### src/rtl/ram_bist_pkg.sv
// Shared types and March C- tables for the RAM BIST controller.
package ram_bist_pkg;
   typedef enum logic [2:0] {E0, E1, E2, E3, E4, E5} elem_e;
   typedef enum logic {OP_R, OP_W} op_e;
   typedef enum logic [1:0] {S_IDLE, S_RUN, S_DONE} state_e;

   localparam logic RW_WRITE = 1'b1;
   localparam logic RW_READ  = 1'b0;

   // Bit n describes element En: descending order, read background, write background.
   localparam logic [5:0] DESC_TBL = 6'b011000;
   localparam logic [5:0] RBG_TBL  = 6'b010100;
   localparam logic [5:0] WBG_TBL  = 6'b001010;

   // E0 is a lone write and E5 a lone read; the rest are read-then-write.
   function automatic op_e op_of(elem_e e, logic idx);
      if (e == E0) return OP_W;
      if (e == E5) return OP_R;
      return idx ? OP_W : OP_R;
   endfunction

   function automatic logic last_op(elem_e e, logic idx);
      return (e == E0 || e == E5) ? 1'b1 : idx;
   endfunction
endpackage

### src/rtl/ram_bist_seq.sv
// March C- sequencer: walks elements, addresses and ops, holding reads for 1+RD_LAT cycles.
module ram_bist_seq
   import ram_bist_pkg::*;
#(
   parameter int ADDR_W = 2,
   parameter int DATA_W = 4,
   parameter int RD_LAT = 1
) (
   input  logic              clk,
   input  logic              clr,
   output logic [ADDR_W-1:0] sel,
   output logic              rw,
   output logic [DATA_W-1:0] wdata,
   output logic [DATA_W-1:0] expected,
   output logic              cmp,
   output logic              last,
   output logic [2:0]        elem_o
);
   localparam int WC_W = (RD_LAT > 0) ? $clog2(RD_LAT + 1) : 1;

   elem_e             elem;
   logic [ADDR_W-1:0] idx;
   logic              op_idx;
   logic [WC_W-1:0]   wcnt;
   op_e               op;
   logic              op_done;

   always_comb begin
      op       = op_of(elem, op_idx);
      rw       = (op == OP_W) ? RW_WRITE : RW_READ;
      sel      = DESC_TBL[elem] ? ~idx : idx;
      wdata    = {DATA_W{WBG_TBL[elem]}};
      expected = {DATA_W{RBG_TBL[elem]}};
      op_done  = (op == OP_W) || (wcnt == WC_W'(RD_LAT));
      cmp      = (op == OP_R) && op_done;
      last     = (elem == E5) && (&idx) && op_done;
   end

   assign elem_o = elem;

   always_ff @(posedge clk) begin
      if (clr) begin
         elem   <= E0;
         idx    <= '0;
         op_idx <= 1'b0;
         wcnt   <= '0;
      end else if (op_done) begin
         wcnt <= '0;
         if (!last_op(elem, op_idx)) begin
            op_idx <= 1'b1;
         end else begin
            op_idx <= 1'b0;
            idx    <= idx + ADDR_W'(1);
            if (&idx) elem <= elem_e'(elem + 3'd1);
         end
      end else begin
         wcnt <= wcnt + WC_W'(1);
      end
   end
endmodule

### src/rtl/ram_bist_ctrl.sv
// BIST controller and functional access mux in front of the RAM array.
module ram_bist_ctrl
   import ram_bist_pkg::*;
#(
   parameter int ADDR_W       = 2,
   parameter int DATA_W       = 4,
   parameter int RD_LAT       = 1,
   parameter int STOP_ON_FAIL = 1
) (
   input  logic              clk,
   input  logic              rst_i,
   input  logic              start_i,
   output logic              busy_o,
   output logic              done_o,
   output logic              pass_o,
   output logic [2:0]        fail_elem_o,
   output logic [ADDR_W-1:0] fail_addr_o,
   output logic [DATA_W-1:0] fail_mask_o,
   input  logic [ADDR_W-1:0] func_sel_i,
   input  logic              func_rw_i,
   input  logic [DATA_W-1:0] func_data_i,
   output logic [DATA_W-1:0] func_data_o,
   output logic [ADDR_W-1:0] ram_sel_o,
   output logic              ram_rw_o,
   output logic [DATA_W-1:0] ram_data_o,
   input  logic [DATA_W-1:0] ram_data_i
);
   state_e            state;
   logic              fail_seen;
   logic [ADDR_W-1:0] s_sel;
   logic              s_rw, s_cmp, s_last;
   logic [DATA_W-1:0] s_wdata, s_exp;
   logic [2:0]        s_elem;
   logic              mismatch;

   // Sequencer sits at its first op whenever the march is not running.
   ram_bist_seq #(.ADDR_W(ADDR_W), .DATA_W(DATA_W), .RD_LAT(RD_LAT)) u_seq (
      .clk      (clk),
      .clr      (rst_i || state != S_RUN),
      .sel      (s_sel),
      .rw       (s_rw),
      .wdata    (s_wdata),
      .expected (s_exp),
      .cmp      (s_cmp),
      .last     (s_last),
      .elem_o   (s_elem)
   );

   assign mismatch    = s_cmp && (ram_data_i != s_exp);
   assign func_data_o = ram_data_i;

   always_comb begin
      ram_sel_o  = func_sel_i;
      ram_rw_o   = func_rw_i;
      ram_data_o = func_data_i;
      if (state == S_RUN) begin
         ram_sel_o  = s_sel;
         ram_rw_o   = s_rw;
         ram_data_o = s_wdata;
      end
   end

   always_ff @(posedge clk) begin
      if (rst_i) begin
         state       <= S_IDLE;
         busy_o      <= 1'b0;
         done_o      <= 1'b0;
         pass_o      <= 1'b0;
         fail_elem_o <= '0;
         fail_addr_o <= '0;
         fail_mask_o <= '0;
         fail_seen   <= 1'b0;
      end else begin
         case (state)
            S_IDLE, S_DONE: if (start_i) begin
               state       <= S_RUN;
               busy_o      <= 1'b1;
               done_o      <= 1'b0;
               pass_o      <= 1'b0;
               fail_elem_o <= '0;
               fail_addr_o <= '0;
               fail_mask_o <= '0;
               fail_seen   <= 1'b0;
            end
            S_RUN: begin
               if (mismatch && !fail_seen) begin
                  fail_seen   <= 1'b1;
                  fail_elem_o <= s_elem;
                  fail_addr_o <= s_sel;
                  fail_mask_o <= ram_data_i ^ s_exp;
               end
               if (s_last || (mismatch && STOP_ON_FAIL != 0)) begin
                  state  <= S_DONE;
                  busy_o <= 1'b0;
                  done_o <= 1'b1;
                  pass_o <= !(fail_seen || mismatch);
               end
            end
            default: state <= S_IDLE;
         endcase
      end
   end
endmodule

### config.mk
export PLATFORM = sky130hd
export DESIGN_NAME = ram_bist_ctrl
export DESIGN_NICKNAME = d
export VERILOG_FILES = /design/src/rtl/ram_bist_pkg.sv /design/src/rtl/ram_bist_seq.sv /design/src/rtl/ram_bist_ctrl.sv
export SDC_FILE = /design/constraint.sdc
export NUM_CORES = 1
export LEC_CHECK = 0
export ABC_AREA = 1
export CAP_MARGIN = 40
export CORE_MARGIN = 8
export CORE_UTILIZATION = 47
export DETAILED_ROUTE_END_ITERATION = 10
export PLACE_DENSITY = 0.9
export REMOVE_ABC_BUFFERS = 1
export SYNTH_ARGS = -nofsm -noshare
export SYNTH_HDL_FRONTEND = slang
export SYNTH_SLANG_ARGS = --single-unit
### constraint.sdc
create_clock -name clk -period 2.1 [get_ports clk]
set_input_delay 0.21 -clock clk [delete_from_list [all_inputs] [get_ports clk]]
set_output_delay 0.21 -clock clk [all_outputs]
set_load 0.1 [all_outputs]
==> impl_metrics.py <==
metrics = {
    "clocking": {
        "clockBufferDepth": 2,
        "clk_pin_slew_worst_paths_ps": 140,
        "clock_insertion_delay_worst_skew_ps": 320,
        "numCtsBuffers": 3,
        "cts_hold_buf": 0,
        "cts-root-buf": "clkbuf_4",
        "cts_setup_buffers": 0,
        "cts_tree": "yes",
        "ctsHtreeMaxLevel": 1,
        "cts_num_sinks": 25,
    },
    "critical_path": {
        "crit_top_cell": "inv_1",
        "cpMaxStageDelayCell": "dfxtp_1",
        "cp_top_family": "flip-flops",
        "cp_data_required_time_ps": 1890,
        "crit_chain": "inv_1 -> ha_1 -> nand2_1 -> nand2_2 -> nand2_4 -> inv_1 -> o21ai_2 -> buf_12",
        "end_kind": "primary output",
        "crit_arrival_ps": 1780,
        "cpPeakStageDelay_ps": 420,
        "crit_path_start_kind": "flop",
        "cp.buffers_inverters": 3,
        "cp_max_fo": 4,
        "path_class": "reg2out",
    },
    "floorplanning": {
        "io_pins": 37,
        "die_y_um": 69.25,
        "initial_core_util": 0.4874,
        "coreArea_mm2": 0.002734,
        "row_count": 19,
        "die_w_um": 69.25,
        "dieArea_mm2": 0.004795,
    },
    "detailed_routing": {
        "drc": 0,
        "drt-wirelength-per-cell_um": 12.41,
        "wl_um": 3016,
        "drt-initial-drc-count": 77,
        "route.antenna.remaining_nets": 0,
        "dr_total_vias": 1234,
        "via_per_inst": 5.078,
        "dr.pass1.iters": 4,
    },
    "yosys": {
        "syn-cell-area_mm2": 0.001333,
        "synthTopCellsByArea": "dfxtp_1 (38%), nand2_1 (13%), a21oi_1 (5.6%)",
        "ys_types": 27,
        "yosysTopAreaCellShare": 0.3756,
        "synth_cells": 179,
        "synth_ff_type": "dfxtp_1",
        "ys_seq_area_frac": 0.3756,
        "ys_async_sr_fraction": 0,
        "yosysWarnings": 0,
        "synth_largest_area_cell": "dfxtp_1",
        "synth-seq-cells": 25,
        "synth_area_per_cell_um2": 7.444,
        "synth_edf_count": 0,
    },
    "grt": {
        "grt_overflow_total": 0,
        "grt_pass1_wl_um": 5306,
        "track_usage": 0.1274,
        "grt_pass1_vias": 1207,
        "antenna_found_initial": 0,
        "grt_max_degree": 15,
    },
    "placement": {
        "hpwl_um": 2449,
        "io_buffers": 36,
        "globalplace.congestion": 0.8345,
    },
    "flow_run": {
        "maxCapViolations": 0,
    },
    "layout": {
        "nets": 231,
        "flow.area_growth_from_synthesis_pct": 34.46,
        "final_common_cell": "nand2_1",
        "fillCellCount": 230,
        "final_layout_size_suffix_gt1_frac": 0.2311,
        "final_cell_mix": "nand2_1 (46), dfxtp_1 (25), inv_1 (18)",
        "diodes": 0,
    },
    "sta": {
        "rsz0062_at_grt": "false",
        "fin_crit_ps": 1990,
        "fin_setup_tns_ps": 0,
        "drv_slew": 0,
        "slew_headroom": 0.7488,
        "min_period_over_period": 0.9474,
        "tightestPinTransition_ps": 376.3,
        "max_clock_freq_ghz": 0.5026,
        "hold_violations": 0,
        "setup_viol": 0,
        "hold-worst-slack_ps": 479.6,
        "final.setup_skew_ps": 8.361,
    },
    "power_and_ir_drop": {
        "leakage_nw": 0.8288,
        "power_density_mw_per_mm2": 610.0,
        "irDropWorstVdd_mv": 0.4629,
        "p_total_mw": 1.093,
    },
    "hold_path": {
        "hold_class": "reg2reg",
    },
    "outcome": {
        "status": "complete, no violations",
    },
}
[where the power goes]
| part | internal, mW | switching, mW |
|---|---|---|
| Clock | 0.0744 | 0.149 |
| Combinational | 0.121 | 0.257 |
| Sequential | 0.486 | 0.00601 |
[timing repair]
action                                  4_1_cts  5_1_grt
resized for setup                             1        3
endpoints found under the setup margin        1        7
gates cloned                                  0        0
[registers in the layout (all words and copies together) (netlist names), named ones only]
signal and cells:
u_seq.op_idx 1, fail_elem_o 3, busy_o 1, s_wdata 1, pass_o 1, u_seq.elem_o 3, fail_mask_o 4, done_o 1
s_exp 1, fail_seen 1, fail_addr_o 2, u_seq.wcnt 1, u_seq.idx 2, state 2
[cell families after synthesis]
family                     Yosys count  synth area share
AOI/OAI and AO/OA                   21           0.08450
and+or+nand+nor                    100            0.3944
buffers and inverters               28            0.1014
DFF                                 25            0.3756
adders and majority gates            4           0.03756
xor gates and xnor gates             1          0.006574
[final timing paths]
kind,end,start,slack [ps],cells after the start
max,ram_rw_o,u_seq.elem_o[1],110,8
min,done_o,done_o,480,2
max reg2reg,fail_addr_o[0],u_seq.elem_o[0],420,10
min reg2reg,done_o,done_o,480,2
[area by class of cell]
cell class / count / area, um2 / share of cell area
clock buffers: 4 / 26.28 / 0.01466
well taps: 31 / 38.79 / 0.02165
flip-flops and latches: 25 / 500.5 / 0.2793
inverters: 20 / 75.07 / 0.04190
repair buffers: 37 / 447.9 / 0.2500
multi-input cells: 126 / 703.2 / 0.3925
[per-layer routing]
| metal | GRT usage | share of wire | wire (um) | vias to the layer above |
|---|---|---|---|---|
| li1 | - | - | - | 646 |
| met1 | 0.1412 | 0.42 | 1260 | 559 |
| met2 | 0.2264 | 0.52 | 1554 | 25 |
| met3 | 0.03004 | 0.054 | 164 | 4 |
| met4 | 0.05011 | 0.012 | 36 | 0 |
| met5 | 0 | 0 | 0 | - |
[synthesized netlist by cell type (2+ instances only)]
| master | count |
|---|---|
| o21ai_0 | 3 |
| nand3_4 | 2 |
| nand2_2 | 8 |
| nand4_1 | 7 |
| nand3_2 | 2 |
| inv_2 | 2 |
| nand3_1 | 14 |
| buf_4 | 4 |
| ha_1 | 4 |
| nor2_8 | 2 |
| nor2_1 | 14 |
| inv_1 | 18 |
| a21oi_1 | 15 |
| dfxtp_1 | 25 |
| nand2_1 | 46 |
| buf_6 | 2 |
[through the flow]
stage / cells / utilization / setup slack [ps] / instance area (um2)
3_3_place_gp: 239 / 0.6435 / 376.9 / 1759
4_1_cts: 243 / 0.6531 / 12.16 / 1785
3_5_place_dp: 239 / 0.6435 / 326.5 / 1759
5_1_grt: 243 / 0.6554 / 29.15 / 1792
2_1_floorplan: 171 / - / -1138 / 1272
6_report: 243 / 0.6554 / 110.5 / 1792
[tightest hold or removal path, cell delays in order (launching register included)]
cell and delay (ps):
dfxtp_1 340, nand2_1 60, a21oi_1 50
Power figures use the tool's default switching activity.
